$ cat config.mk
export PLATFORM = sky130hd
export DESIGN_NAME = tx_sched
export DESIGN_NICKNAME = d
export VERILOG_FILES = /design/src/rtl/tx_sched_pkg.sv /design/src/rtl/rr_arbiter.sv /design/src/rtl/tx_sched.sv
export SDC_FILE = /design/constraint.sdc
export NUM_CORES = 1
export LEC_CHECK = 0
export CAP_MARGIN = 20
export CORE_UTILIZATION = 40
export CTS_CLUSTER_SIZE = 12
export DETAILED_ROUTE_END_ITERATION = 10
export PLACE_DENSITY = 0.87
export SYNTH_ARGS = -nofsm -noshare
export SYNTH_HDL_FRONTEND = slang
export SYNTH_HIERARCHICAL = 1
export SYNTH_SLANG_ARGS = --single-unit
$ cat constraint.sdc
create_clock -name clk_i -period 2.6 [get_ports clk_i]
set_input_delay 0.26 -clock clk_i [delete_from_list [all_inputs] [get_ports clk_i]]
set_output_delay 0.26 -clock clk_i [all_outputs]
set_load 0.1 [all_outputs]
$ cat src/rtl/tx_sched_pkg.sv
// Shared types and defaults for the round-robin transmitter scheduler.
package tx_sched_pkg;

  localparam int DATA_W_DEFAULT = 9;

  typedef enum logic [1:0] {
    ST_IDLE      = 2'd0,
    ST_START     = 2'd1,
    ST_WAIT_BUSY = 2'd2,
    ST_WAIT_DONE = 2'd3
  } tx_sched_state_e;

endpackage

$ cat src/rtl/rr_arbiter.sv
// Combinational rotating-priority pick: first set request at or after ptr, wrapping.
module rr_arbiter #(
  parameter  int N_REQ = 4,
  localparam int IDX_W = $clog2(N_REQ)
) (
  input  logic [N_REQ-1:0] req,
  input  logic [IDX_W-1:0] ptr,
  output logic             valid,
  output logic [IDX_W-1:0] idx
);

  logic [2*N_REQ-1:0] reqDouble;
  logic [2*N_REQ-1:0] reqShift;
  logic [N_REQ-1:0]   reqRot;
  logic [IDX_W-1:0]   offset;
  logic [IDX_W:0]     idxSum;

  // Rotating the doubled vector puts the pointer position at bit 0.
  assign reqDouble = {req, req};
  assign reqShift  = reqDouble >> ptr;
  assign reqRot    = reqShift[N_REQ-1:0];

  always_comb begin
    valid  = 1'b0;
    offset = '0;
    for (int i = N_REQ - 1; i >= 0; i--) begin
      if (reqRot[i]) begin
        valid  = 1'b1;
        offset = IDX_W'(i);
      end
    end
  end

  assign idxSum = {1'b0, ptr} + {1'b0, offset};
  assign idx    = (idxSum >= (IDX_W+1)'(N_REQ)) ? IDX_W'(idxSum - (IDX_W+1)'(N_REQ))
                                                : IDX_W'(idxSum);

endmodule

$ cat src/rtl/tx_sched.sv
// Round-robin scheduler sharing one serial transmitter between N_REQ requesters,
// with a watchdog on the transmitter's start acknowledge.
module tx_sched
  import tx_sched_pkg::*;
#(
  parameter  int N_REQ       = 4,
  parameter  int DATA_W      = DATA_W_DEFAULT,
  parameter  int ACK_TIMEOUT = 16,
  localparam int IDX_W       = $clog2(N_REQ)
) (
  input  logic                    clk_i,
  input  logic                    rst_i,
  input  logic [N_REQ-1:0]        req_i,
  input  logic [N_REQ*DATA_W-1:0] data_i,
  output logic [N_REQ-1:0]        gnt_o,
  output logic [DATA_W-1:0]       tx_data_o,
  output logic                    tx_start_o,
  input  logic                    tx_busy_i,
  input  logic                    tx_done_i,
  output logic                    busy_o,
  output logic [IDX_W-1:0]        cur_id_o,
  output logic                    err_o
);

  localparam int               CNT_W    = $clog2(ACK_TIMEOUT);
  localparam logic [CNT_W-1:0] CNT_LAST = CNT_W'(ACK_TIMEOUT - 1);

  tx_sched_state_e   state_q, state_d;
  logic [CNT_W-1:0]  cnt_q, cnt_d;
  logic              err_q, err_d;
  logic [IDX_W-1:0]  ptr_q, ptr_d;
  logic [DATA_W-1:0] data_q, data_d;
  logic [IDX_W-1:0]  id_q, id_d;

  logic              arbValid;
  logic [IDX_W-1:0]  arbIdx;

  rr_arbiter #(.N_REQ(N_REQ)) u_arb (
    .req   (req_i),
    .ptr   (ptr_q),
    .valid (arbValid),
    .idx   (arbIdx)
  );

  always_ff @(posedge clk_i) begin
    if (rst_i) begin
      state_q <= ST_IDLE;
      cnt_q   <= '0;
      err_q   <= 1'b0;
      ptr_q   <= '0;
      data_q  <= '0;
      id_q    <= '0;
    end else begin
      state_q <= state_d;
      cnt_q   <= cnt_d;
      err_q   <= err_d;
      ptr_q   <= ptr_d;
      data_q  <= data_d;
      id_q    <= id_d;
    end
  end

  // err_q is raised on the edge where the counter reaches its last value, so the
  // cycle showing err_o is the one that abandons the frame.
  always_comb begin
    state_d = state_q;
    cnt_d   = cnt_q;
    err_d   = 1'b0;
    ptr_d   = ptr_q;
    data_d  = data_q;
    id_d    = id_q;
    case (state_q)
      ST_IDLE: begin
        if (arbValid) begin
          data_d  = data_i[arbIdx*DATA_W +: DATA_W];
          id_d    = arbIdx;
          ptr_d   = (arbIdx == IDX_W'(N_REQ - 1)) ? '0 : arbIdx + IDX_W'(1);
          state_d = ST_START;
        end
      end
      ST_START: begin
        cnt_d   = '0;
        state_d = ST_WAIT_BUSY;
      end
      ST_WAIT_BUSY: begin
        if (err_q || tx_done_i) begin
          state_d = ST_IDLE;
        end else if (tx_busy_i) begin
          state_d = ST_WAIT_DONE;
        end else begin
          cnt_d = cnt_q + CNT_W'(1);
          err_d = ((cnt_q + CNT_W'(1)) == CNT_LAST);
        end
      end
      ST_WAIT_DONE: begin
        if (tx_done_i) state_d = ST_IDLE;
      end
      default: state_d = ST_IDLE;
    endcase
  end

  always_comb begin
    gnt_o      = '0;
    tx_start_o = (state_q == ST_START);
    busy_o     = (state_q != ST_IDLE);
    if (state_q == ST_START) gnt_o[id_q] = 1'b1;
  end

  assign tx_data_o = data_q;
  assign cur_id_o  = id_q;
  assign err_o     = err_q;

endmodule

### Yosys cells after proc, flatten, opt, wreduce, memory -nomap -nowiden

Index checks and enable logic that the tools add are counted.

| word-level totals | value |
|---|---|
| flip-flop bits (word level) | 20 |
| output and inout bits | 18 |
| logic and storage cells | 57 |

| operators by class | value |
|---|---|
| add/sub/neg operators | 4 |
| multipliers | 1 |
| order comparisons | 3 |
| equality and inequality tests | 10 |
| shift operators | 2 |
| mux-type cells | 21 |
| bitwise logic cells | 1 |
| reductions and logical operators | 9 |

Operators with widths:

| cell | count |
|---|---|
| $shiftx A36 B7 Y9 | 1 |
| $mux W2 | 10 |
| $mux W4 | 3 |
| $ne A2 B2 Y1 const B | 4 |
| $pmux W2 S4 | 1 |
| $pmux W4 S2 | 1 |
| $shr A8 B2 Y4 | 1 |
| $eq A2 B2 Y1 const B | 3 |
| $mul A2 B4 Y6 const B | 1 |
| $reduce_and A3 Y1 | 2 |
| $mux W1 | 5 |
| $add A4 B1 Y4 const B | 1 |
| $eq A4 B4 Y1 const B | 1 |
| $reduce_bool A2 Y1 | 2 |
| $reduce_or A4 Y1 | 1 |
| $add A2 B2 Y3 | 1 |
| $ge A3 B3 Y1 const B | 1 |
| $lt A2 B3 Y1 const B | 1 |
| $ne A3 B3 Y1 const B | 1 |
| $add A2 B1 Y2 const B | 1 |
| $demux W1 S2 | 1 |
| $eq A2 B1 Y1 const B | 1 |
| $ge A2 B1 Y1 const B | 1 |
| $logic_not A2 Y1 | 1 |
| other kinds (5) | 5 |

### Depth between registers and ports, before layout

| depth | value |
|---|---|
| depth after elaboration | 10 |
| mapped depth | 11 |

### Hierarchy

The synthesis kept the hierarchy.

By module, submodules not included:

| module | times used | cells each | area each (um^2) | seq. area each (um^2) |
|---|---|---|---|---|
| tx_sched | 1 | 131 | 1203.7 | 400.4 |
| rr_arbiter | 1 | 23 | 180.2 | 0.0 |

### Worst setup path after synthesis

Ideal clock, no wire load.

| timing | value |
|---|---|
| path type | register to output |
| start point | register state_q[1] |
| end point | output gnt_o[0] |
| arrival time | 3.573 ns |
| data required time | 2.340 ns |
| slack | -1.233 ns |
| cell stages (with the launch flop) | 4 |
| buffers on the path | 0 |
| cell sequence | dfxtp_1 > inv_1 > ha_1 > nor3b_1 |

| between the ends | value |
|---|---|
| cells in the longest elaborated chain, start to end | 2 |

RTL lines:

| element | line | source |
|---|---|---|
| start, declared | tx_sched.sv:28 | `tx_sched_state_e state_q, state_d;` |
| start signal, assigned | tx_sched.sv:54 | `state_q <= state_d;` |
| $eq A2 B1 Y1 | n/a |  |
| named net tx_start_o | tx_sched.sv:17 | `output logic tx_start_o,` |
| $mux W4 | tx_sched.sv:106 | `if (state_q == ST_START) gnt_o[id_q] = 1'b1;` |
| end, declared | tx_sched.sv:15 | `output logic [N_REQ-1:0] gnt_o,` |

The timed path passes the listed nets, and every way through them passes these cells.

### Final worst setup path

| timing | value |
|---|---|
| start point | input req_i[1] |
| end point | register data_q[4], in the netlist tx_data_o[4] |

| between the ends | value |
|---|---|
| cells in the longest elaborated chain, start to end | 10 |

RTL lines:

| element | line | source |
|---|---|---|
| start, declared | tx_sched.sv:13 | `input logic [N_REQ-1:0] req_i,` |
| $shr A8 B2 Y4 (*) | rr_arbiter.sv:20 | `assign reqShift = reqDouble >> ptr;` |
| $mux W2 (3 in series) | rr_arbiter.sv:27 | `if (reqRot[i]) begin` |
| $mux W2 (*) | rr_arbiter.sv:27 |  |
| $add A2 B2 Y3 (*) | rr_arbiter.sv:34 | `assign idxSum = {1'b0, ptr} + {1'b0, offset};` |
| $ge A3 B3 Y1 / $sub A2 B1 Y2 (equally long branches) | rr_arbiter.sv:35 | `assign idx = (idxSum >= (IDX_W+1)'(N_REQ)) ? IDX_W'(idxSum - (IDX_W+1)'(N_REQ))` |
| $mux W2 (*) | rr_arbiter.sv:35 |  |
| named net arbIdx[1] | tx_sched.sv:36 | `logic [IDX_W-1:0] arbIdx;` |
| $mul A2 B4 Y6 (*) | tx_sched.sv:75 | `data_d = data_i[arbIdx*DATA_W +: DATA_W];` |
| $shiftx A36 B7 Y9 (*) | tx_sched.sv:75 |  |
| end signal, assigned | tx_sched.sv:58 | `data_q <= data_d;` |
| end, declared | tx_sched.sv:32 | `logic [DATA_W-1:0] data_q, data_d;` |

The timed path passes the listed nets; every way through them passes the cells marked *.
A chain may end at the register's enable or synchronous reset.

==> results.cfg <==
[outcome]
status = finished, final reports clean

[floorplan]
dieArea_sq_um = 3700
fp.dieW_um = 60.8
die_y_um = 60.8
rows = 20
initial_core_util = 0.435
core_area_sq_um = 3180
ioPinCount = 62

[min_path]
hold_depth = 2
whs_endpoint = tx_data_o[5]$_SDFFE_PP0P_
holdCritPathClass = register to register
hold_start = tx_data_o[5]$_SDFFE_PP0P_

[synthesis]
ys_ff_latch = 20
syn_avg_cell_area_sq_um = 8.99
synth_top_area_frac = 0.289
synth_area_sq_um = 1380
synth_edf_count = 0
syn_nets = 208
ys_seq_area_frac = 0.289
synth_commonest_cells = 32 x nand2_1, 20 x dfxtp_1, 18 x a21oi_1, 10 x ha_1, 9 x mux4_2
synth_top_flop_cell = dfxtp_1
yosysUniqueCellTypes = 44
ys_warn_count = 6
async_flop_share = 0
syn_inst = 154
synthTopCellsByArea = dfxtp_1 29%, mux4_2 15%, ha_1 9.0%, nand2_1 8.7%, a21oi_1 6.5%
synth_most_common_cell = nand2_1
synth_top_area_cell = dfxtp_1

[power]
vdd_drop_max_v = 0.000739
p_leak_nw = 0.874
power.density_nw_per_um2 = 1130

[final_layout]
fin_util = 0.659
syn_to_final_growth_pct = 51.3
nets = 275
final_cell_area_sq_um = 2090
nFillCells = 265
stdcell_count = 264
n_antenna_cell = 0
layout-drive-gt1-share = 0.209

[global_route]
met3_usage = 0.0384
busiest_layer = met2
grt_util_met2 = 0.424
grt_pass1_wl_um = 5950
grt_max_degree = 15
grt_use_met1 = 0.228
gr-total-overflow = 0
antenna_found_initial = 0
grt_pass1_vias = 1419
track_usage = 0.215

[setup_path]
end_kind = register
timing.rr.start = ptr_q[1]$_SDFFE_PP0P_
reg2reg_slack_ns = 0.24
required_ns = 2.77
cp_slowest_cell = clkdlybuf4s50_1
crit_fanout = 6
crit_type = input port to register
reg2regPathDepth = 11
slowest_delay_ns = 0.55
arrival_ns = 2.57
crit_path_start_kind = input port
timing.rr.end = tx_data_o[4]$_SDFFE_PP0P_
crit_chain = clkdlybuf4s50_1, nand2b_1, a2bb2oi_1, o211ai_1, o21a_1, ha_1, xnor2_1, xnor2_2, buf_4, mux4_2, nand2_1, a21oi_1

[routing]
routedWlPerCell_um = 13.5
dr_total_vias = 1408
drtIter0Drc = 63
drt.antenna.violating_nets = 0
totalWireLength_um = 3560
viasPerCell = 5.33
drc = 0
drtPass1Iterations = 4

[placed_design]
place_area_sq_um = 2050
pre_cts_ws_ns = -0.0974
hpwl_um = 2760
gp_congestion = 0.801
dpl.cell_count = 260
port_buffers = 61

[cts]
cts_max_path_buffers = 2
clock-sinks = 20
htree_levels = 1
cts_hold_buf = 0
numCtsBuffers = 3
cts_tree = built
clk_latency_ns = 0.30
root_buffer = clkbuf_4
clk_pin_slew_ns = 0.11

[sta]
layout_min_cycle_time_ns = 2.40
rsz0062_at_grt = false
hold_violations = 0
fin_skew_ns = 0.00599
finalSetupViolCount = 0
slew_viol_final = 0
setup_slack_ns = 0.202
fin_crit_sh = 0.922
timing.fmax_mhz = 417
relSlewSlack = 0.531
worstMarginPinSlew_ns = 0.702
setup-tns-final_ns = 0

[run]
cap_violations = 0
## cells by family (layout without fill, tap and decap cells)
| family | Yosys count | in the layout | synth area share |
|---|---|---|---|
| adder cells (fa/ha/maj) | 10 | 10 | 0.0904 |
| flip-flops | 20 | 20 | 0.289 |
| buffers and inverters | 13 | 79 | 0.0389 |
| AO/OA/AOI/OAI | 37 | 37 | 0.178 |
| XOR/XNOR | 4 | 4 | 0.0253 |
| multiplexers | 10 | 10 | 0.157 |
| AND/OR/NAND/NOR | 60 | 60 | 0.221 |
## state kept, by name, indices dropped and copies added, names as in the netlist
| register | cells |
|---|---|
| cur_id_o | 2 |
| state_q | 2 |
| tx_data_o | 9 |
| err_o | 1 |
| cnt_q | 4 |
| ptr_q | 2 |
## cell usage in the layout (no fill, tap or decap), types with 2 or more instances in the layout
cell type and count:
clkdlybuf4s50_1 43, nand2b_1 2, mux4_2 9, and3_1 2
a21oi_1 18, a31oi_1 2, ha_1 10, a21o_1 2
xnor2_1 2, inv_1 7, o21ai_0 2, nand2_1 32
o41ai_1 2, dfxtp_1 20, buf_4 24, nor2b_1 5
nor2_1 3, o21a_1 2, nand3_1 2, clkbuf_4 3
## where the power goes
part | total [W] | internal, W | switching, W
logic | 0.00172 | 0.000649 | 0.00107
registers | 0.000475 | 0.000395 | 0.0000800
clock network | 0.000179 | 0.0000853 | 0.0000935
total | 0.00237 | 0.00113 | 0.00124
## worst max path at each step
stage | startpoint | to | slack [ns] | cells past startpoint
after floorplan | state_q[1]$_SDFFE_PP0P_ | gnt_o[0] | -0.28 | 3
after global placement | req_i[1] | tx_data_o[6]$_SDFFE_PP0P_ | -0.02 | 12
after detailed placement | req_i[1] | tx_data_o[5]$_SDFFE_PP0P_ | -0.1 | 12
after CTS | req_i[1] | tx_data_o[5]$_SDFFE_PP0P_ | 0.17 | 12
after global routing | req_i[1] | tx_data_o[4]$_SDFFE_PP0P_ | 0.06 | 12
final | req_i[1] | tx_data_o[4]$_SDFFE_PP0P_ | 0.20 | 12
## stage by stage
stage / power, W / hold slack, ns
6_report: 0.00237 / 0.462
5_1_grt: 0.00251 / 0.487
4_1_cts: 0.00237 / 0.464
3_5_place_dp: 0.00218 / 0.448
3_3_place_gp: 0.00214 / 0.442
2_1_floorplan: 0.00177 / 0.445
## critical path, delay by kind of cell
family          cells  cell delay (ns)
buf+inv             2             0.75
compound gates      4             0.46
xor+xnor            2             0.42
mux                 1             0.28
simple gates        2             0.21
fa+ha+maj           1             0.19
## cell type report
class	instances	area, sq um	area share
flip-flops and latches	20	400	0.191
clock buffers	4	36.3	0.0173
well taps	44	55.1	0.0263
inverters	7	26.3	0.0126
multi-input cells	121	945	0.451
repair buffers	68	631	0.301
## routing by layer
| metal | part of all wire | vias to the layer above |
|---|---|---|
| li1 | - | 696 |
| met1 | 0.39 | 664 |
| met3 | 0.049 | 2 |
| met5 | 0 | - |
| met2 | 0.55 | 46 |
| met4 | 0.0076 | 0 |
## timing repair
action | in CTS | in global routing
setup buffers | 0 | 0
resized for setup | 0 | 1
setup endpoints to repair | 0 | 3
Power figures use the tool's default switching activity.
